**src/rtl/uart_bridge_pkg.sv**
```systemverilog
// Shared constants and state encoding for the UART-to-memory command bridge.
package uart_bridge_pkg;

  // Host command opcodes (first byte of every frame).
  localparam logic [7:0] OP_WRITE  = 8'h01;
  localparam logic [7:0] OP_READ   = 8'h02;

  // Response bytes pushed back to the host.
  localparam logic [7:0] RSP_ACK   = 8'hA5;
  localparam logic [7:0] RSP_RDATA = 8'h5A;
  localparam logic [7:0] RSP_ERR   = 8'hEE;

  typedef enum logic [2:0] {
    ST_IDLE = 3'd0,
    ST_ADDR = 3'd1,
    ST_DATA = 3'd2,
    ST_MEM  = 3'd3,
    ST_RESP = 3'd4
  } state_t;

  // Increment that sticks once the limit is reached.
  function automatic logic [7:0] sat_inc(input logic [7:0] value, input logic [7:0] limit);
    return (value >= limit) ? value : value + 8'd1;
  endfunction

endpackage

```
**src/rtl/uart_byte_shift.sv**
```systemverilog
// Four-byte little-endian assembler/disassembler. Bytes are written into (or
// read out of) the word one lane at a time, lane selected by a 2-bit index.
module uart_byte_shift (
  input  logic        CLK,
  input  logic        RST,
  input  logic        clear,
  input  logic        wr_en,
  input  logic [7:0]  byte_in,
  input  logic        load,
  input  logic [31:0] word_in,
  input  logic        rd_en,
  output logic [31:0] word,
  output logic [7:0]  byte_out,
  output logic        last
);

  logic [1:0] idx;

  // Lane index and word storage; a parallel load wins over clear, clear over a byte step.
  always_ff @(posedge CLK) begin
    // NOTE: sequential state is always assigned with <= so every flop samples pre-edge values.
    if (RST) begin
      idx  <= 2'd0;
      // NOTE: word is a handful of flops, not a RAM, so resetting it is cheap and keeps outputs defined.
      word <= 32'd0;
    end else if (load) begin
      word <= word_in;
      idx  <= 2'd0;
    end else if (clear) begin
      idx  <= 2'd0;
    end else if (wr_en) begin
      word[{idx, 3'b000} +: 8] <= byte_in;
      idx                      <= idx + 2'd1;
    end else if (rd_en) begin
      idx <= idx + 2'd1;
    end
  end

  assign byte_out = word[{idx, 3'b000} +: 8];
  assign last     = (idx == 2'd3);

endmodule

```
**src/rtl/uart_mem_bridge.sv**
```systemverilog
// Host-command engine behind uart_comm: parses framed read/write commands from
// the receive FIFO, runs one 32-bit bus transaction per frame and pushes the
// acknowledge/readback bytes into the send FIFO.
module uart_mem_bridge
  import uart_bridge_pkg::*;
#(
  parameter int TIMEOUT = 1000000,
  parameter int ERR_SAT = 255
) (
  input  logic        CLK,
  input  logic        RST,
  input  logic        receivable,
  input  logic [7:0]  recv_data,
  output logic        recv_flag,
  input  logic        sendable,
  output logic        send_flag,
  output logic [7:0]  send_data,
  output logic        mem_req,
  output logic        mem_we,
  output logic [31:0] mem_addr,
  output logic [31:0] mem_wdata,
  input  logic [31:0] mem_rdata,
  input  logic        mem_ready,
  output logic        busy,
  output logic [7:0]  err_count
);

  localparam int             TW     = (TIMEOUT > 1) ? $clog2(TIMEOUT) : 1;
  localparam logic [TW-1:0]  T_LAST = TW'(TIMEOUT - 1);
  localparam logic [7:0]     SAT    = 8'(ERR_SAT);

  state_t        state;
  logic          op_write;
  logic [TW-1:0] tcnt;
  logic [7:0]    resp_tag;
  logic          resp_multi;
  logic [2:0]    resp_cnt;

  logic          frame_clr, addr_wr, data_wr, data_load, data_rd, push;
  logic [31:0]   addr_word, data_word;
  logic [7:0]    data_byte, addr_byte_unused;
  logic          addr_last, data_last;

  // Address assembler: filled byte by byte in ADDR, never read out bytewise.
  uart_byte_shift u_addr (
    .CLK      (CLK),
    .RST      (RST),
    .clear    (frame_clr),
    .wr_en    (addr_wr),
    .byte_in  (recv_data),
    .load     (1'b0),
    .word_in  (32'd0),
    .rd_en    (1'b0),
    .word     (addr_word),
    .byte_out (addr_byte_unused),
    .last     (addr_last)
  );

  // Data assembler: write data in DATA, then reloaded with read data and drained in RESP.
  uart_byte_shift u_data (
    .CLK      (CLK),
    .RST      (RST),
    .clear    (frame_clr),
    .wr_en    (data_wr),
    .byte_in  (recv_data),
    .load     (data_load),
    .word_in  (mem_rdata),
    .rd_en    (data_rd),
    .word     (data_word),
    .byte_out (data_byte),
    .last     (data_last)
  );

  // Per-cycle strobes for the byte assemblers and the send-side push decision.
  always_comb begin
    // NOTE: every output of this block gets a default first, so no path can leave one unassigned and infer a latch.
    frame_clr = 1'b0;
    addr_wr   = 1'b0;
    data_wr   = 1'b0;
    data_load = 1'b0;
    data_rd   = 1'b0;
    push      = 1'b0;
    case (state)
      ST_IDLE: frame_clr = recv_flag;
      ST_ADDR: addr_wr   = recv_flag;
      ST_DATA: data_wr   = recv_flag;
      ST_MEM:  data_load = mem_ready && !mem_we;
      ST_RESP: begin
        push    = sendable && !send_flag;
        data_rd = push && (resp_cnt != 3'd0);
      end
      default: ;
    endcase
  end

  // Frame parser, inter-byte timeout, bus handshake and response sequencer.
  always_ff @(posedge CLK) begin
    if (RST) begin
      state      <= ST_IDLE;
      recv_flag  <= 1'b0;
      send_flag  <= 1'b0;
      send_data  <= 8'd0;
      mem_req    <= 1'b0;
      mem_we     <= 1'b0;
      err_count  <= 8'd0;
      op_write   <= 1'b0;
      tcnt       <= '0;
      resp_tag   <= 8'd0;
      resp_multi <= 1'b0;
      resp_cnt   <= 3'd0;
    end else begin
      // Pops and pushes are single-cycle pulses; the cycle after one is always idle.
      recv_flag <= 1'b0;
      send_flag <= 1'b0;
      case (state)
        ST_IDLE: begin
          if (recv_flag) begin
            tcnt <= '0;
            if (recv_data == OP_WRITE || recv_data == OP_READ) begin
              op_write <= (recv_data == OP_WRITE);
              state    <= ST_ADDR;
            end else begin
              resp_tag   <= RSP_ERR;
              resp_multi <= 1'b0;
              resp_cnt   <= 3'd0;
              err_count  <= sat_inc(err_count, SAT);
              state      <= ST_RESP;
            end
          end else begin
            recv_flag <= receivable;
          end
        end
        ST_ADDR, ST_DATA: begin
          if (recv_flag) begin
            tcnt <= '0;
            if (state == ST_ADDR && addr_last && op_write) begin
              state <= ST_DATA;
            end else if ((state == ST_ADDR && addr_last) || (state == ST_DATA && data_last)) begin
              // A0 is already stored, so alignment is known when the last byte lands.
              if (addr_word[1:0] == 2'b00) begin
                mem_req <= 1'b1;
                mem_we  <= (state == ST_DATA);
                state   <= ST_MEM;
              end else begin
                resp_tag   <= RSP_ERR;
                resp_multi <= 1'b0;
                resp_cnt   <= 3'd0;
                err_count  <= sat_inc(err_count, SAT);
                state      <= ST_RESP;
              end
            end
          end else if (tcnt == T_LAST) begin
            err_count <= sat_inc(err_count, SAT);
            state     <= ST_IDLE;
          end else begin
            tcnt      <= tcnt + 1'b1;
            recv_flag <= receivable;
          end
        end
        ST_MEM: begin
          if (mem_ready) begin
            mem_req    <= 1'b0;
            resp_tag   <= mem_we ? RSP_ACK : RSP_RDATA;
            resp_multi <= !mem_we;
            resp_cnt   <= 3'd0;
            state      <= ST_RESP;
          end
        end
        ST_RESP: begin
          if (push) begin
            send_flag <= 1'b1;
            send_data <= (resp_cnt == 3'd0) ? resp_tag : data_byte;
            resp_cnt  <= resp_cnt + 3'd1;
            if (!resp_multi || resp_cnt == 3'd4) state <= ST_IDLE;
          end
        end
        default: state <= ST_IDLE;
      endcase
    end
  end

  assign busy      = (state != ST_IDLE);
  assign mem_addr  = {addr_word[31:2], 2'b00};
  assign mem_wdata = data_word;

endmodule
```
**config.mk**
```make
export PLATFORM = sky130hd
export DESIGN_NAME = uart_mem_bridge
export DESIGN_NICKNAME = d
export VERILOG_FILES = /design/src/rtl/uart_bridge_pkg.sv /design/src/rtl/uart_byte_shift.sv /design/src/rtl/uart_mem_bridge.sv
export SDC_FILE = /design/constraint.sdc
export NUM_CORES = 1
export LEC_CHECK = 0
export ABC_AREA = 1
export BUFFER_PORTS_ARGS = -buffer_cell sky130_fd_sc_hd__buf_2
export CAP_MARGIN = 20
export CORE_ASPECT_RATIO = 1.2
export CORE_MARGIN = 2
export CORE_UTILIZATION = 60
export DETAILED_ROUTE_END_ITERATION = 8
export PLACE_DENSITY = 0.84
export SETUP_SLACK_MARGIN = 0.15
export SLEW_MARGIN = 10
export SYNTH_ARGS = -nofsm -noshare
export SYNTH_HDL_FRONTEND = slang
export SYNTH_HIERARCHICAL = 1
export SYNTH_SLANG_ARGS = --single-unit
```
**constraint.sdc**
```tcl
create_clock -name CLK -period 4.7 [get_ports CLK]
set_input_delay 0.47 -clock CLK [delete_from_list [all_inputs] [get_ports CLK]]
set_output_delay 0.47 -clock CLK [all_outputs]
set_load 0.1 [all_outputs]
```
==> results.json <==
{
  "synthToLayoutAreaGrowth_pct": 17.1,
  "holdBufCountCts": 0,
  "start_kind": "register",
  "via_per_inst": 5.33,
  "start_util_pct": 61.5,
  "layout.nets": 1361,
  "dieArea_sq_um": 13300,
  "diodes": 0,
  "finalCriticalPeriod_ns": 2.66,
  "worstHoldPathType": "input port to register",
  "cts_tree": "built",
  "vias": 7867,
  "grt_max_degree": 38,
  "finalCritPeriodShare_pct": 56.6,
  "numCtsBuffers": 17,
  "mostFrequentLayoutCell": "nand2_1",
  "setup.worst_path.class": "register to register",
  "ctsResizeCount": 0,
  "arrival_ns": 3.00,
  "portBuffers": 127,
  "detail_route.iter0.violations": 634,
  "hold_ws_ns": 0.326,
  "final-hold-violation-count": 0,
  "die_w_microns": 106,
  "p_per_area_nw_per_um2": 462,
  "peakVddDrop_mv": 0.248,
  "htreeDepth": 4,
  "post_cts_buffers": 0,
  "grt_use_total_pct": 30.5,
  "post-route-util_pct": 72.0,
  "clk_pin_slew_ns": 0.05,
  "cp_data_required_time_ns": 5.04,
  "relSlewSlack_pct": 37.5,
  "clk_path_buf_depth": 2,
  "ios": 130,
  "grt_pass1_vias": 7203,
  "synth_area_per_cell_sq_um": 6.41,
  "syn-instance-count": 1163,
  "fin_tns_setup_ns": 0,
  "drc": 0,
  "dp_hpwl_microns": 14200,
  "drt-total-wl_microns": 20300,
  "skew_ns": 0.00885,
  "die_y_microns": 126,
  "max_freq_ghz": 0.376,
  "status": "complete, no violations",
  "power_mw": 4.03,
  "clock-sinks": 119,
  "mostFrequentLayoutCells": "nand2_1, nor2_1, buf_2, dfxtp_1, nand3_1",
  "place_congestion": 0.932,
  "p_leak_nw": 4.04,
  "antenna_left": 0,
  "rsz0062_at_grt": "no",
  "critPathCaptureType": "register",
  "cts_root_buf": "clkbuf_16",
  "drv_slew": 0,
  "first_pass_iters": 7,
  "worst-path-max-fanout": 26,
  "grt_overflow": 0,
  "antenna_found_initial": 0,
  "num_rows": 44,
  "wl_per_cell_microns": 13.8,
  "worst_pin_slew_ns": 0.936,
  "clk_latency_ns": 0.41,
  "setup_viol": 0,
  "ys_warn_count": 6,
  "drive_above_1_share_pct": 19.0,
  "syn_area_sq_um": 7450,
  "grt_pass1_wl_microns": 33300,
  "core_sq_um": 12100,
  "maxCapViolCount": 0
}
critical path, cell delays in order, from the launching register on:
cell	delay [ns]
dfxtp_1	0.93
inv_2	0.37
ha_1	0.52
inv_2	0.12
nand2_1	0.11
nor2_1	0.23
nand2_1	0.07
nor2_1	0.10
nor2_1	0.05
nor2_1	0.08
area by class of cell:
cell class / count / area [sq um]
clock buffer: 20 / 437
clock inverter: 12 / 176
inverter: 116 / 447
tap: 161 / 201
multi-input combinational: 919 / 4430
fill: 1059 / 3390
timing repair buffer: 129 / 651
sequential: 119 / 2380
layer usage:
layer | share of wire, % | up-vias | wire [microns] | track usage [%]
li1 | - | 3958 | - | -
met1 | 42 | 3516 | 8550 | 38.3
met2 | 48 | 339 | 9710 | 51.8
met3 | 7.3 | 54 | 1470 | 6.06
met4 | 2.8 | 0 | 566 | 11.5
met5 | 0 | - | 0 | 0
sequential cells by signal, summed over array words and instances, names as in the netlist:
| register | cells |
|---|---|
| tcnt | 20 |
| mem_we | 1 |
| resp_cnt | 3 |
| send_flag | 1 |
| u_addr/idx | 2 |
| u_data/idx | 2 |
| resp_tag | 3 |
| resp_multi | 1 |
| send_data | 8 |
| err_count | 8 |
| state | 3 |
| op_write | 1 |
| recv_flag | 1 |
| mem_req | 1 |
| u_data/word | 32 |
| u_addr/word | 32 |
report_power, final:
part,switching [mW],internal [mW]
combinational,1.15,0.337
clock,0.477,0.887
sequential,0.0830,1.09
total,1.71,2.32
per-stage QoR:
step	cell area, sq um	cells	worst slack, ns
after CTS	8720	1476	2.11
after global placement	8110	1444	2.15
after floorplan	7580	1198	2.27
final	8720	1476	2.04
after detailed placement	8110	1444	2.09
after global routing	8720	1476	1.82
path summary, 6_finish.rpt:
| check | from | end | slack (ns) | depth (start not counted) |
|---|---|---|---|---|
| worst max-delay path | u_data/idx[0] | u_data/word[11] | 2.04 | 9 |
| worst min register to register | resp_tag[5] | resp_tag[5] | 0.47 | 2 |
| worst min-delay path | receivable | recv_flag | 0.33 | 3 |
| worst max register to register | u_data/idx[0] | u_data/word[11] | 2.04 | 9 |
Note: power is estimated with default switching activity, not from simulation.
